==> src/rtl/spi_pkg.sv <==
// spi_pkg: shared states, command codes and frame width helper for the SPI slave
package spi_pkg;
  typedef enum logic [2:0] {IDLE, CHK_CMD, WRITE, READ_ADD, READ_DATA, WAIT_TX, SEND, DONE} state_e;
  typedef enum logic [1:0] {WR_ADDR = 2'b00, WR_DATA = 2'b01, RD_ADDR = 2'b10, RD_DATA = 2'b11} cmd_e;
  function automatic int frame_w(input int data_w);
    return data_w + 2;
  endfunction
endpackage

==> src/rtl/spi_shift_reg.sv <==
// spi_shift_reg: MSB-first serial-in/parallel-out and parallel-load/serial-out register with bit counter
module spi_shift_reg #(
  parameter int W = 8
) (
  input  logic         clk,
  input  logic         rst,
  input  logic         clr,
  input  logic         cap,
  input  logic         sin,
  input  logic         load,
  input  logic [W-1:0] pdata,
  input  logic         shift,
  output logic [W-1:0] q,
  output logic         sout,
  output logic         done
);
  localparam int CW = $clog2(W + 1);
  localparam int IW = (W > 1) ? $clog2(W) : 1;
  logic [CW-1:0] cnt;
  logic [IW-1:0] idx;
  assign idx = IW'(W - 1) - IW'(cnt);
  always_ff @(posedge clk) begin
    if (rst) begin
      q   <= '0;
      cnt <= '0;
    end else if (load) begin
      q   <= pdata;
      cnt <= '0;
    end else if (cap) begin
      q[idx] <= sin;
      cnt    <= cnt + CW'(1);
    end else if (shift) begin
      q   <= q << 1;
      cnt <= cnt + CW'(1);
    end else if (clr) begin
      cnt <= '0;
    end
  end
  assign sout = q[W-1];
  assign done = cnt == CW'(W - 1);
endmodule

==> src/rtl/spi_slave_gen2.sv <==
// spi_slave_gen2: parametrised SPI slave front-end with tx timeout, abort detection and read tracking
module spi_slave_gen2
  import spi_pkg::*;
#(
  parameter int   DATA_W     = 8,
  parameter int   TX_TIMEOUT = 16,
  parameter logic MISO_IDLE  = 1'b0
) (
  input  logic              clk,
  input  logic              rst,
  input  logic              SS_n,
  input  logic              MOSI,
  output logic              MISO,
  output logic [DATA_W+1:0] rx_data,
  output logic              rx_valid,
  input  logic [DATA_W-1:0] tx_data,
  input  logic              tx_valid,
  output logic              frame_err,
  output logic              busy
);
  localparam int FRAME_W = frame_w(DATA_W);
  localparam int TW = $clog2(TX_TIMEOUT + 1);
  state_e state, state_n;
  logic [TW-1:0] tmo;
  logic read_sel, rx_state, rx_done, rx_cap, tx_load, tx_shift, tx_done, tx_sout;
  logic abort, tmo_hit, timeout, tx_fin, unused_rx_sout;
  logic [DATA_W-1:0] unused_tx_q;
  assign rx_state = state inside {WRITE, READ_ADD, READ_DATA};
  assign abort    = SS_n && state != IDLE && state != DONE && !(rx_state && rx_done);
  assign rx_cap   = (state == CHK_CMD || rx_state) && !abort;
  assign tmo_hit  = tmo == TW'(1);
  assign tx_load  = state == WAIT_TX && !SS_n && tx_valid;
  assign timeout  = state == WAIT_TX && !SS_n && !tx_valid && tmo_hit;
  assign tx_shift = state == SEND && !SS_n;
  assign tx_fin   = tx_shift && tx_done;
  assign busy     = state != IDLE;
  assign MISO     = (state == SEND) ? tx_sout : MISO_IDLE;
  spi_shift_reg #(.W(FRAME_W)) u_rx (
    .clk(clk), .rst(rst), .clr(state == IDLE), .cap(rx_cap), .sin(MOSI),
    .load(1'b0), .pdata('0), .shift(1'b0),
    .q(rx_data), .sout(unused_rx_sout), .done(rx_done)
  );
  spi_shift_reg #(.W(DATA_W)) u_tx (
    .clk(clk), .rst(rst), .clr(1'b0), .cap(1'b0), .sin(1'b0),
    .load(tx_load), .pdata(tx_data), .shift(tx_shift),
    .q(unused_tx_q), .sout(tx_sout), .done(tx_done)
  );
  always_comb begin
    state_n = state;
    case (state)
      IDLE:            state_n = SS_n ? IDLE : CHK_CMD;
      CHK_CMD:         state_n = SS_n ? IDLE : !MOSI ? WRITE : read_sel ? READ_DATA : READ_ADD;
      WRITE, READ_ADD: state_n = rx_done ? DONE : SS_n ? IDLE : state;
      READ_DATA:       state_n = rx_done ? WAIT_TX : SS_n ? IDLE : READ_DATA;
      WAIT_TX:         state_n = SS_n ? IDLE : tx_valid ? SEND : tmo_hit ? DONE : WAIT_TX;
      SEND:            state_n = SS_n ? IDLE : tx_done ? DONE : SEND;
      DONE:            state_n = SS_n ? IDLE : DONE;
      default:         state_n = IDLE;
    endcase
  end
  always_ff @(posedge clk) begin
    if (rst) begin
      state     <= IDLE;
      tmo       <= '0;
      read_sel  <= 1'b0;
      rx_valid  <= 1'b0;
      frame_err <= 1'b0;
    end else begin
      state     <= state_n;
      rx_valid  <= rx_state && rx_done;
      frame_err <= abort || timeout;
      tmo       <= (state == READ_DATA) ? TW'(TX_TIMEOUT) : (state == WAIT_TX) ? tmo - TW'(1) : tmo;
      read_sel  <= (state == READ_ADD && rx_done) || (read_sel && !(tx_fin || timeout));
    end
  end
endmodule
==> config.mk <==
export PLATFORM = sky130hd
export DESIGN_NAME = spi_slave_gen2
export DESIGN_NICKNAME = d
export VERILOG_FILES = /design/src/rtl/spi_pkg.sv /design/src/rtl/spi_shift_reg.sv /design/src/rtl/spi_slave_gen2.sv
export SDC_FILE = /design/constraint.sdc
export NUM_CORES = 1
export LEC_CHECK = 0
export CORE_MARGIN = 5
export CORE_UTILIZATION = 46
export CTS_BUF_LIST = sky130_fd_sc_hd__clkbuf_4 sky130_fd_sc_hd__clkbuf_8 sky130_fd_sc_hd__clkbuf_16
export DETAILED_ROUTE_END_ITERATION = 16
export GPL_TIMING_DRIVEN = 0
export PLACE_DENSITY = 0.68
export SKIP_LAST_GASP = 1
export SYNTH_ARGS = -nofsm -noshare
export SYNTH_HDL_FRONTEND = slang
export SYNTH_SLANG_ARGS = --single-unit
export TNS_END_PERCENT = 5
==> constraint.sdc <==
create_clock -name clk -period 4.9 [get_ports clk]
set_input_delay 0.98 -clock clk [delete_from_list [all_inputs] [get_ports clk]]
set_output_delay 0.98 -clock clk [all_outputs]
set_load 0.01 [all_outputs]
---- Word-level counts from Yosys, hierarchy flattened ----
Cells that the tools add are included.
cells by class
  add/sub/neg operators ................... 4
  reduce and logical (&&, ||, !) cells .... 32
  order comparisons ....................... 2
  equality and inequality tests ........... 12
  multiplexer cells ....................... 25
operators by type and width
  operator               count
  $mux W3                10
  $pmux W3 S7            1
  $mux W8                2
  $logic_and A1 B1 Y1    14
  $eq A3 B3 Y1 const B   4
  $bwmux W10             1
  $mux W5                2
  $add A4 B1 Y4 const B  2
  $mux W4                2
  $eq A3 B2 Y1 const B   2
  $ne A3 B3 Y1 const B   2
  $reduce_bool A2 Y1     3
  $reduce_bool A3 Y1     2
  $reduce_or A2 Y1       3
  $eq A5 B1 Y1 const B   1
  $logic_not A1 Y1       5
  $lt A4 B5 Y1 const B   1
  $sub A5 B1 Y5 const B  1
  $demux W1 S4           1
  $eq A4 B3 Y1 const B   1
  $eq A4 B4 Y1 const B   1
  $ge A4 B1 Y1 const B   1
  $logic_or A1 B1 Y1     4
  $mux W1                4
  other kinds (4)        5
storage, ports and cells
  flip-flop bits (word level) ............. 37
  logic and storage cells ................. 85
  input bits .............................. 13
  output and inout bits ................... 14

---- Logic depth before layout (Yosys ltp) ----
  word-level depth ........................ 8
  depth in mapped cells ................... 7
  gate-level depth less buffers ........... 6

---- By module ----
A second synthesis with hierarchy kept.
unflattened totals
  cells, all modules ...................... 321
  area, all modules ....................... 2730.1 µm²
modules (own cells, without submodules)
  module                 area each (µm²)  seq. area each (µm²)  cells each  times used
  spi_shift_reg at u_rx  1039.7           280.3                 125         1
  spi_shift_reg at u_tx  925.9            240.2                 101         1
  spi_slave_gen2         764.5            220.2                 95          1

---- Worst setup path after synthesis ----
No wires, ideal clock.
  kind .................................... input port to flip-flop
  start ................................... in SS_n
  end ..................................... reg u_rx.q[8]
  buffers on the path ..................... 0
  data arrival time ....................... 1.919 ns
  setup time .............................. 0.118 ns
  required time ........................... 4.782 ns
  setup slack ............................. 2.863 ns
  cell stages on the path ................. 4
  cells stage by stage .................... nor2b_1 -> o22a_1 -> or4_1 -> mux2i_1
between the ends
  word-level cells in the longest chain between the ends .. 5
RTL lines
  what                              RTL line              RTL
  from (decl)                       spi_slave_gen2.sv:11  input logic SS_n,
  $logic_and A1 B1 Y1 (3 in a row)  spi_slave_gen2.sv:29  assign abort = SS_n && state != IDLE && state != DONE && !(rx_state && rx_done);
  $logic_not A1 Y1                  spi_slave_gen2.sv:30  assign rx_cap = (state == CHK_CMD || rx_state) && !abort;
  $logic_and A1 B1 Y1               spi_slave_gen2.sv:30
  to (signal assigned)              spi_shift_reg.sv:27   q <= pdata;
  to (signal, indexed assignment)   spi_shift_reg.sv:30   q[idx] <= sin;
  to (signal assigned)              spi_shift_reg.sv:33   q <= q << 1;
  to (decl)                         spi_shift_reg.sv:13   output logic [W-1:0] q,
No other way between the ends.
A chain may end at the register's enable or synchronous reset.

---- Worst setup path after layout ----
  start ................................... reg state[0]
  end ..................................... out busy
between the ends
  word-level cells in the longest chain between the ends .. 1
RTL lines
  what                    RTL line              RTL
  from (decl)             spi_slave_gen2.sv:23  state_e state, state_n;
  from (signal assigned)  spi_slave_gen2.sv:69  state <= state_n;
  $reduce_bool A3 Y1      spi_slave_gen2.sv:36  assign busy = state != IDLE;
  to (decl)               spi_slave_gen2.sv:19  output logic busy
No other way between the ends.

==> flow_summary_export.csv <==
group,metric,value,unit
synthesis,synth_ff_type,"dfxtp_1",
power_and_ir_drop,power_density,246,mW/mm²
global_routing,grt_pass1_vias,1806,
clock_tree,cts_setup_buffers,0,
route,avgRoutedWirePerCell,14.1,µm
synthesis,syn_area_per_cell,8.58,µm²
synthesis,ys_ff_latch,37,
global_routing,grt_usage,0.160,
critical_path,r2r_cells,6,
clock_tree,clockBufferDepth,2,
layout,nFillCells,404,
layout,layout.area.seq,741,µm²
clock_tree,numCtsBuffers,5,
synthesis,synth_top_area_frac,0.351,
layout,drive_gt1_frac,0.0860,
synthesis,yosysUniqueCellTypes,47,
layout,multi_input_area,0.00122,mm²
synthesis,synth_edf_count,0,
synthesis,ys_warn_count,0,
power_and_ir_drop,leakage,0.964,nW
timing,final.period_utilization,0.559,
route,ant_nets,0,
clock_tree,clk_pin_slew,0.08,ns
clock_tree,h-tree-depth,2,
clock_tree,hold_buffers,0,
power_and_ir_drop,peakVddDrop,0.175,mV
route,drcViolationCount,0,
critical_path,startpoint_type,"register",
floorplanning,dieArea,0.00604,mm²
synthesis,yosys-top-cells-area,"dfxtp_1, mux2i_1, ha_1, nand2b_1, nand2_1",
timing,maxSlewViolCount,0,
floorplanning,start_util,0.478,
placement,portBuffers,25,
synthesis,ys_seq_area_frac,0.351,
global_routing,grt_max_degree,13,
clock_tree,clock_latency,0.29,ns
timing,fin_hold_ws,0.477,ns
route,viasPerCell,5.45,
layout,nets,300,
synthesis,async_flop_share,0,
clock_tree,cts-root-buf,"clkbuf_8",
layout,antenna_cells,0,
global_routing,antenna_found_initial,0,
route,vias,1804,
critical_path,cpPeakStageDelay,0.52,ns
timing,fin_skew,0.0118,ns
route,wl,4.67,mm
synthesis,syn_area,0.00211,mm²
critical_path,crit_family,"buffers and inverters",
timing,rsz0062_at_grt,"false",
min_path,hp-class,"register to register",
critical_path,critical_path.cell_chain,"nor3_1, inv_1, clkdlybuf4s50_1",
critical_path,cpMaxStageDelayCell,"nor3_1",
global_routing,overflow,0,
run_status,outcome,"completed",
timing,hold_viol_final,0,
timing,max_slew_margin,0.621,
floorplanning,io_pins,27,
flow_run,drv_cap,0,
placement,place_congestion,0.860,
placement,hpwl,3.42,mm
critical_path,worstPathArrival,1.76,ns
timing,setup-tns-final,0,ns
synthesis,synth.net_count,268,
global_routing,grt_pass1_wl,7.96,mm
timing,max_freq,365,MHz
timing,setup_viol,0,
critical_path,cp.required,3.92,ns
critical_path,cp.depth,3,
route,first_pass_iters,4,
critical_path,crit_fanout,8,
clock_tree,clock_sinks,37,
min_path,hold_depth,2,
critical_path,endpoint_kind,"primary output",
synthesis,synthCells,246,
critical_path,critPathBufInv,2,
layout,syn2layout_area_growth,20.4,%
floorplanning,dieWidth,77.7,µm
clock_tree,cts_tree,"yes",
timing,fin_crit,2.74,ns
route,drt_iter0_drc,98,
floorplanning,die_y,77.7,µm
critical_path,crit_type,"register to primary output",
clock_tree,cts_resized,0,
floorplanning,rows,24,
timing,worst_pin_slew,0.565,ns
synthesis,yosys.area.top_type,"dfxtp_1",
floorplanning,coreArea,0.00441,mm²
[path summary, 6_finish.rpt]
path | slack, ns | start | to
max | 2.16 | state[0]$_SDFFE_PP0P_ | busy
min | 0.48 | u_rx.q[3]$_SDFFE_PP0P_ | u_rx.q[3]$_SDFFE_PP0P_
max reg2reg | 2.98 | u_rx.cnt[1]$_SDFFE_PP0P_ | u_rx.q[8]$_SDFFE_PP0P_
min reg2reg | 0.48 | u_rx.q[3]$_SDFFE_PP0P_ | u_rx.q[3]$_SDFFE_PP0P_
[cells by family (layout without fill, tap and decap cells)]
kind of cell	after synthesis	after routing	synth area share
xor gates and xnor gates	4	4	0.0166
DFF	37	37	0.351
buffers and inverters	28	61	0.0723
AOI/OAI and AO/OA	40	40	0.126
adders and majority gates	9	9	0.0534
and+or+nand+nor	108	108	0.286
muxes	20	20	0.0948
[flip-flops by register name, summed over array words and instances (netlist names)]
| name | cells |
|---|---|
| tmo | 5 |
| u_rx.cnt | 4 |
| u_tx.q | 8 |
| rx_valid | 1 |
| read_sel | 1 |
| u_tx.cnt | 4 |
| frame_err | 1 |
| state | 3 |
| u_rx.q | 10 |
[layer usage]
layer,track usage,wire length [µm]
met3,0.0405,191
met2,0.264,2270
met5,0,0
met1,0.197,2140
met4,0.0670,65
[metrics by stage]
step,instances,total power [W],util,setup slack (ns),area (µm²)
3_5_place_dp,323,0.000362,0.550,2.19,2430
2_1_floorplan,246,0.000340,-,2.86,2110
5_1_grt,331,0.000644,0.576,2.01,2540
6_report,331,0.000625,0.576,2.16,2540
4_1_cts,331,0.000629,0.576,2.16,2540
3_3_place_gp,323,0.000362,0.550,2.21,2430
[cell type report]
class / instances / area share
Tap cell: 52 / 0.0256
Buffer: 17 / 0.0438
Clock inverter: 2 / 0.0153
Inverter: 11 / 0.0162
Sequential cell: 37 / 0.291
Multi-Input combinational cell: 181 / 0.479
Clock buffer: 6 / 0.0300
Timing Repair Buffer: 25 / 0.0985
[cell usage after synthesis (2+ instances only)]
library cell and count:
a211oi_1 8, a21oi_1 8, a22oi_1 2, a31oi_1 2
and3_1 2, buf_2 3, buf_4 5, buf_6 2
clkbuf_1 6, dfxtp_1 37, ha_1 9, inv_1 11
mux2i_1 20, nand2_1 20, nand2b_1 16, nand3_1 6
nand3b_1 2, nand4_1 7, nand4b_1 4, nor2_1 19
nor2b_1 7, nor3_1 9, nor4_1 2, o21ai_0 8
o221ai_1 2, o22a_1 2, or2b_2 2, or3_1 2
or4_1 2, or4b_1 2, xnor2_1 2, xor2_1 2
[report_power, final]
| group | switching [W] | internal [W] |
|---|---|---|
| Sequential | 0.00000246 | 0.000303 |
| Combinational | 0.0000263 | 0.0000240 |
| Clock | 0.000111 | 0.000158 |
[cells in the final DEF (no fill, tap or decap), drive strengths merged, types with 2 or more instances in the layout]
cell type,n
nor2b,7
nor4,2
nor2,20
xor2,2
and2b,2
a31oi,2
o21ai,8
or2b,2
ha,9
xnor2,2
nand3b,2
nand2b,16
or4,2
clkbuf,13
nand4b,4
a21oi,8
a211oi,8
clkdlybuf4s50,25
buf,10
nand2,20
nand3,6
or3,2
a22oi,2
and3,2
inv,11
nand4,7
dfxtp,37
or4b,2
o221ai,2
o22a,2
mux2i,20
nor3,9
[worst register-to-register path: cells and delay by family (launching register included)]
family        cells  cell delay, ns
mux               1            0.14
fa+ha+maj         1            0.40
flops             1            0.41
buf+inv           1            0.11
simple gates      3            0.76
(Power assumes the default switching activity.)
